===== src/rtl/rom_arbiter_if.sv =====
// Request/response channel between one ROM requester and the arbiter.
// The requester side uses the master modport, the arbiter uses slave.
interface rom_arbiter_if #(
    parameter int DATA_WIDTH = 16,
    parameter int ADDR_WIDTH = 8
);
    logic                  req_valid;
    logic                  req_ready;
    logic [ADDR_WIDTH-1:0] req_addr;
    logic                  rsp_valid;
    logic                  rsp_ready;
    logic [DATA_WIDTH-1:0] rsp_data;
    logic                  rsp_error;

    modport master (
        output req_valid, req_addr, rsp_ready,
        input  req_ready, rsp_valid, rsp_data, rsp_error
    );

    modport slave (
        input  req_valid, req_addr, rsp_ready,
        output req_ready, rsp_valid, rsp_data, rsp_error
    );
endinterface


===== src/rtl/rom_arbiter.sv =====
// Two-port round-robin arbiter for a shared combinational ROM.
// One access is in flight at a time: IDLE grants and registers the
// address, ACCESS captures the ROM word, RESP holds it until consumed.
module rom_arbiter #(
    parameter int DATA_WIDTH = 16,
    parameter int ADDR_WIDTH = 8,
    parameter int ROM_DEPTH  = 256
) (
    input  logic                  clk,
    input  logic                  rst,
    rom_arbiter_if.slave          port0,
    rom_arbiter_if.slave          port1,
    output logic [ADDR_WIDTH-1:0] rom_addr,
    input  logic [DATA_WIDTH-1:0] rom_data,
    input  logic                  rom_error,
    output logic                  busy
);

    typedef enum logic [1:0] {
        IDLE,
        ACCESS,
        RESP
    } state_t;

    // One extra bit so a depth equal to 2**ADDR_WIDTH is representable.
    localparam logic [ADDR_WIDTH:0] DEPTH_LIMIT = (ADDR_WIDTH + 1)'(ROM_DEPTH);

    state_t                state_q, state_d;
    logic                  last_grant_q, last_grant_d;
    logic                  cur_q, cur_d;
    logic                  oor_q, oor_d;
    logic [ADDR_WIDTH-1:0] rom_addr_q, rom_addr_d;
    logic [DATA_WIDTH-1:0] rsp_data_q, rsp_data_d;
    logic                  rsp_err_q, rsp_err_d;

    logic                  grant_valid;
    logic                  grant;
    logic [ADDR_WIDTH-1:0] grant_addr;
    logic                  cur_rsp_ready;
    logic                  in_resp;

    // Round-robin choice: a lone requester wins, otherwise the port that was not served last.
    always_comb begin
        grant_valid = port0.req_valid | port1.req_valid;
        grant       = 1'b0;
        if (port0.req_valid && port1.req_valid) begin
            grant = ~last_grant_q;
        end else if (port1.req_valid) begin
            grant = 1'b1;
        end
        grant_addr    = grant ? port1.req_addr : port0.req_addr;
        cur_rsp_ready = cur_q ? port1.rsp_ready : port0.rsp_ready;
    end

    // Next-state logic for the access sequencer and its capture registers.
    always_comb begin
        state_d      = state_q;
        last_grant_d = last_grant_q;
        cur_d        = cur_q;
        oor_d        = oor_q;
        rom_addr_d   = rom_addr_q;
        rsp_data_d   = rsp_data_q;
        rsp_err_d    = rsp_err_q;
        case (state_q)
            IDLE: begin
                if (grant_valid) begin
                    rom_addr_d = grant_addr;
                    cur_d      = grant;
                    oor_d      = ({1'b0, grant_addr} >= DEPTH_LIMIT);
                    state_d    = ACCESS;
                end
            end
            ACCESS: begin
                rsp_data_d = rom_data;
                rsp_err_d  = rom_error | oor_q;
                state_d    = RESP;
            end
            RESP: begin
                if (cur_rsp_ready) begin
                    last_grant_d = cur_q;
                    state_d      = IDLE;
                end
            end
            default: begin
                state_d = IDLE;
            end
        endcase
    end

    // Handshake outputs; the idle port never sees a response or an error.
    always_comb begin
        in_resp         = (state_q == RESP);
        port0.req_ready = !rst && (state_q == IDLE) && grant_valid && !grant;
        port1.req_ready = !rst && (state_q == IDLE) && grant_valid && grant;
        port0.rsp_valid = in_resp && !cur_q;
        port1.rsp_valid = in_resp && cur_q;
        port0.rsp_data  = rsp_data_q;
        port1.rsp_data  = rsp_data_q;
        port0.rsp_error = in_resp && !cur_q && rsp_err_q;
        port1.rsp_error = in_resp && cur_q && rsp_err_q;
        rom_addr        = rom_addr_q;
        busy            = (state_q != IDLE);
    end

    // State and capture registers; reset aborts any transaction in flight.
    always_ff @(posedge clk) begin
        if (rst) begin
            state_q      <= IDLE;
            last_grant_q <= 1'b1;
            cur_q        <= 1'b0;
            oor_q        <= 1'b0;
            rom_addr_q   <= '0;
            rsp_data_q   <= '0;
            rsp_err_q    <= 1'b0;
        end else begin
            state_q      <= state_d;
            last_grant_q <= last_grant_d;
            cur_q        <= cur_d;
            oor_q        <= oor_d;
            rom_addr_q   <= rom_addr_d;
            rsp_data_q   <= rsp_data_d;
            rsp_err_q    <= rsp_err_d;
        end
    end

endmodule


===== src/flat_wrapper.sv =====
// flat-port wrapper written by rule: the top's interface ports become plain ports
module rom_arbiter_flat 
#(
    parameter int DATA_WIDTH = 16,
    parameter int ADDR_WIDTH = 8,
    parameter int ROM_DEPTH  = 256
)
  (clk, rst, rom_addr, rom_data, rom_error, busy, port0_req_valid, port0_req_addr, port0_rsp_ready, port0_req_ready, port0_rsp_valid, port0_rsp_data, port0_rsp_error, port1_req_valid, port1_req_addr, port1_rsp_ready, port1_req_ready, port1_rsp_valid, port1_rsp_data, port1_rsp_error);
  rom_arbiter_if #(.DATA_WIDTH(DATA_WIDTH), .ADDR_WIDTH(ADDR_WIDTH)) port0_i ();
  rom_arbiter_if #(.DATA_WIDTH(DATA_WIDTH), .ADDR_WIDTH(ADDR_WIDTH)) port1_i ();
  input  logic clk;
  input  logic rst;
  output logic [ADDR_WIDTH-1:0] rom_addr;
  input  logic [DATA_WIDTH-1:0] rom_data;
  input  logic rom_error;
  output logic busy;
  input wire logic [$bits(port0_i.req_valid)-1:0] port0_req_valid;
  input wire logic [$bits(port0_i.req_addr)-1:0] port0_req_addr;
  input wire logic [$bits(port0_i.rsp_ready)-1:0] port0_rsp_ready;
  output wire logic [$bits(port0_i.req_ready)-1:0] port0_req_ready;
  output wire logic [$bits(port0_i.rsp_valid)-1:0] port0_rsp_valid;
  output wire logic [$bits(port0_i.rsp_data)-1:0] port0_rsp_data;
  output wire logic [$bits(port0_i.rsp_error)-1:0] port0_rsp_error;
  input wire logic [$bits(port1_i.req_valid)-1:0] port1_req_valid;
  input wire logic [$bits(port1_i.req_addr)-1:0] port1_req_addr;
  input wire logic [$bits(port1_i.rsp_ready)-1:0] port1_rsp_ready;
  output wire logic [$bits(port1_i.req_ready)-1:0] port1_req_ready;
  output wire logic [$bits(port1_i.rsp_valid)-1:0] port1_rsp_valid;
  output wire logic [$bits(port1_i.rsp_data)-1:0] port1_rsp_data;
  output wire logic [$bits(port1_i.rsp_error)-1:0] port1_rsp_error;
  assign port0_i.req_valid = port0_req_valid;
  assign port0_i.req_addr = port0_req_addr;
  assign port0_i.rsp_ready = port0_rsp_ready;
  assign port0_req_ready = port0_i.req_ready;
  assign port0_rsp_valid = port0_i.rsp_valid;
  assign port0_rsp_data = port0_i.rsp_data;
  assign port0_rsp_error = port0_i.rsp_error;
  assign port1_i.req_valid = port1_req_valid;
  assign port1_i.req_addr = port1_req_addr;
  assign port1_i.rsp_ready = port1_rsp_ready;
  assign port1_req_ready = port1_i.req_ready;
  assign port1_rsp_valid = port1_i.rsp_valid;
  assign port1_rsp_data = port1_i.rsp_data;
  assign port1_rsp_error = port1_i.rsp_error;
  rom_arbiter #(.DATA_WIDTH(DATA_WIDTH), .ADDR_WIDTH(ADDR_WIDTH), .ROM_DEPTH(ROM_DEPTH)) u_core (.clk(clk), .rst(rst), .port0(port0_i), .port1(port1_i), .rom_addr(rom_addr), .rom_data(rom_data), .rom_error(rom_error), .busy(busy));
endmodule

===== config.mk =====
export PLATFORM = sky130hd
export DESIGN_NAME = rom_arbiter_flat
export DESIGN_NICKNAME = d
export VERILOG_FILES = /design/src/rtl/rom_arbiter_if.sv /design/src/rtl/rom_arbiter.sv /design/src/flat_wrapper.sv
export SDC_FILE = /design/constraint.sdc
export NUM_CORES = 1
export LEC_CHECK = 0
export BUFFER_PORTS_ARGS = -buffer_cell sky130_fd_sc_hd__buf_2
export CAP_MARGIN = 20
export CORE_ASPECT_RATIO = 0.8
export CORE_MARGIN = 2
export CORE_UTILIZATION = 37
export CTS_CLUSTER_SIZE = 40
export DETAILED_ROUTE_END_ITERATION = 16
export PLACE_DENSITY = 0.83
export SYNTH_ARGS = -nofsm -noshare
export SYNTH_HDL_FRONTEND = slang
export SYNTH_SLANG_ARGS = --single-unit

===== constraint.sdc =====
create_clock -name clk -period 1.21 [get_ports clk]
set_clock_uncertainty 0.2 [all_clocks]
set_input_delay 0.3025 -clock clk [delete_from_list [all_inputs] [get_ports clk]]
set_output_delay 0.3025 -clock clk [all_outputs]
set_load 0.01 [all_outputs]

==> impl_metrics.ini <==
[status]
outcome = finished with violations
failed_checks = setup timing

[die]
initial_core_util_pct = 38.5
floorplan.core_area_mm2 = 0.00342
fp.dieArea_mm2 = 0.00406
die_width_um = 70.7
rows = 19
die-height_um = 57.4
ioPinCount = 86

[cells_and_area]
final_layout_size_suffix_gt1_share_pct = 66.1
area_delta_synth_final_pct = 77.4
num-fill-cells = 280
nNetsFinal = 295
n_antenna_cell = 0

[detailed_routing]
drt-total-wl_um = 3680
antenna_left = 0
drt_first_iter_violations = 32
dr_wl_cell_um = 12.3
drtPass1Iterations = 4
routed-via-count = 1421
vias_per_cell = 4.75
drcViolationCount = 0

[logic_synthesis]
post_synth_num_cell_types = 24
synth_top_cells_by_area = sky130_fd_sc_hd__dfxtp_1, sky130_fd_sc_hd__nand2_1, sky130_fd_sc_hd__buf_4
synth_ff_type = sky130_fd_sc_hd__dfxtp_1
async_flop_share_pct = 0
synth.most_common_cell = sky130_fd_sc_hd__nand2_1
number_of_register_bits_inferred_by_synthesis = 29
synth.cells.most_frequent = sky130_fd_sc_hd__nand2_1, sky130_fd_sc_hd__dfxtp_1, sky130_fd_sc_hd__a21oi_1
yosysSeqAreaShare_pct = 44.1
synthesis.area_per_instance_um2 = 7.94
yosysWarningCount = 0
synthesis.nets = 205
post_synthesis_cells = 166
post_synth_top_area_share_pct = 44.1
synthesis.area_mm2 = 0.00132
synth_largest_area_cell = sky130_fd_sc_hd__dfxtp_1
synth_edf_count = 0

[critical_path]
critical_path.cell_chain = buf_4 -> a21boi_4 -> nor3_4 -> buf_2
cp-end-kind = output port
cp_max_fo = 3
worst_ep_required_ps = 710
slowest_delay_ps = 350
reg2reg_from = u_core.last_grant_q
worst-endpoint-arrival_ps = 1140
critPathLaunchType = flip-flop
crit_path_from = u_core.last_grant_q
cpMaxStageDelayCell = sky130_fd_sc_hd__dfxtp_4
timing_worst_setup_path_type = flip-flop to output port

[power]
switchingPower_w = 0.000766
ir_worst_vdd_mv = 0.895
power.density_cell_area_mw_per_mm2 = 1140
power.combinational.fraction_pct = 29.7
switching_share_pct = 28.8
internal-power_w = 0.00189
p_leak_nw = 1.06
clock_power_share_pct = 27.7
part_of_the_total_power_dissipated_in_sequential_elements_pct = 42.6
power_w = 0.00266

[sta]
finalHoldViolCount = 0
grt_setup_unrepaired = yes
clock.fmax_mhz = 608
slew_headroom_pct = 87.8
final_min_period_over_clock_period_pct = 136
final-setup-viol-count = 71
report.final.slew_viol_count = 0
tightestPinTransition_ps = 178
worst_slack_ps = -433
total_negative_slack_ps = -7130
period_needed_ps = 1640
timing.hold.ws_ps = 59.5

[clocking]
cts_made_buffers = 5
cts_htree_levels = 2
cts.sink_count = 29
clkTransAtPathRegs_ps = 60
cts-hold-fix-buffers = 0
clk_latency_ps = 270
ctsRootBufferMaster = sky130_fd_sc_hd__clkbuf_8
ctsLongestPathBuffers = 2
clock_tree_from_tritoncts = yes

[global_routing]
first_global_vias = 1329
grt_overflow = 0
wire_length_of_the_first_global_routing_pass_um = 5800
antenna_found_initial = 0
global_route.usage.total_pct = 18.0
grt_max_degree = 17

[placed_design]
place.detailed.hpwl_um = 2420
place_congestion = 0.761
portBuffers = 85

[min_path]
holdCritStartpoint = rom_data[7]
holdCritPathClass = input pin to flip-flop

[job]
maxCapViolations = 0
[cell usage in the layout, fill, tap and decap left out, types with 3 or more instances in the layout]
cell and n:
sky130_fd_sc_hd__buf_2 42, sky130_fd_sc_hd__buf_4 20, sky130_fd_sc_hd__dfxtp_2 23, sky130_fd_sc_hd__nand2_1 44, sky130_fd_sc_hd__buf_6 47, sky130_fd_sc_hd__a311oi_2 6
sky130_fd_sc_hd__clkbuf_8 5, sky130_fd_sc_hd__dfxtp_4 4, sky130_fd_sc_hd__a21oi_1 26, sky130_fd_sc_hd__nand2_2 6, sky130_fd_sc_hd__nor2_1 3
[through the flow]
stage / area [µm²] / setup WS (ps) / instances / utilization (%)
6_report: 2340 / -433 / 299 / 68.3
2_1_floorplan: 1400 / -94.4 / 166 / -
3_3_place_gp: 1820 / -247 / 283 / 53.2
3_5_place_dp: 1820 / -274 / 283 / 53.2
4_1_cts: 2250 / -422 / 295 / 65.8
5_1_grt: 2340 / -483 / 299 / 68.3
[flip-flops by register name (all words and copies together), names as in the netlist]
name                   count
u_core.state_q             2
u_core.last_grant_q        1
u_core.rom_addr            8
u_core.cur_q               1
u_core.rsp_err_q           1
u_core.port0.rsp_data     16
[kinds of logic after synthesis]
group                  synth area share, %
and+or+nand+nor                       21.9
AOI/OAI and AO/OA                     19.2
buffers and inverters                 14.1
DFF                                   44.1
muxes                                0.760
[timing repair]
item | CTS | global route
resized for setup | 76 | 16
gates cloned | 1 | 0
pin swaps | 11 | 9
endpoints found under the setup margin | 75 | 75
buffers inserted | 3 | 5
[power groups by stage]
stage               Clock, W  Combinational, W  Sequential [W]
floorplan                  0          0.000337         0.00115
global placement           0          0.000574         0.00111
detailed placement         0          0.000583         0.00111
CTS                 0.000757          0.000738         0.00113
global route        0.000809          0.000856         0.00114
finish              0.000735          0.000789         0.00113
[final timing paths]
check | to | slack [ps] | depth (start not counted)
max | port0_req_ready | -430 | 4
min | u_core.port0.rsp_data[7] | 60 | 3
max reg2reg | u_core.rom_addr[1] | -260 | 5
min reg2reg | u_core.port0.rsp_data[9] | 280 | 2
[area by class of cell]
cell class	instances	area, µm²	share of cell area (%)
clock buffers	6	72.6	3.10
clock inverters	2	10.0	0.428
inverters	1	3.75	0.161
multi-input cells	110	684	29.3
flip-flops and latches	29	624	26.7
well taps	42	52.6	2.25
repair buffers	109	890	38.1
[metal layers]
layer	part of all wire, %	up-vias	routed length (µm)	track usage [%]
li1	-	719	-	-
met1	41	642	1510	21.0
met2	49	56	1820	31.5
met3	8.8	4	325	6.71
met4	0.65	0	24	4.85
met5	0	-	0	0
[worst max-delay path: cells and delay by family, from the launching register on]
family / cells / cell delay, ps
AOI/OAI and AO/OA: 1 / 200
buffers and inverters: 2 / 260
DFF: 1 / 350
and+or+nand+nor: 1 / 60
Note: power is estimated with default switching activity, not from simulation.
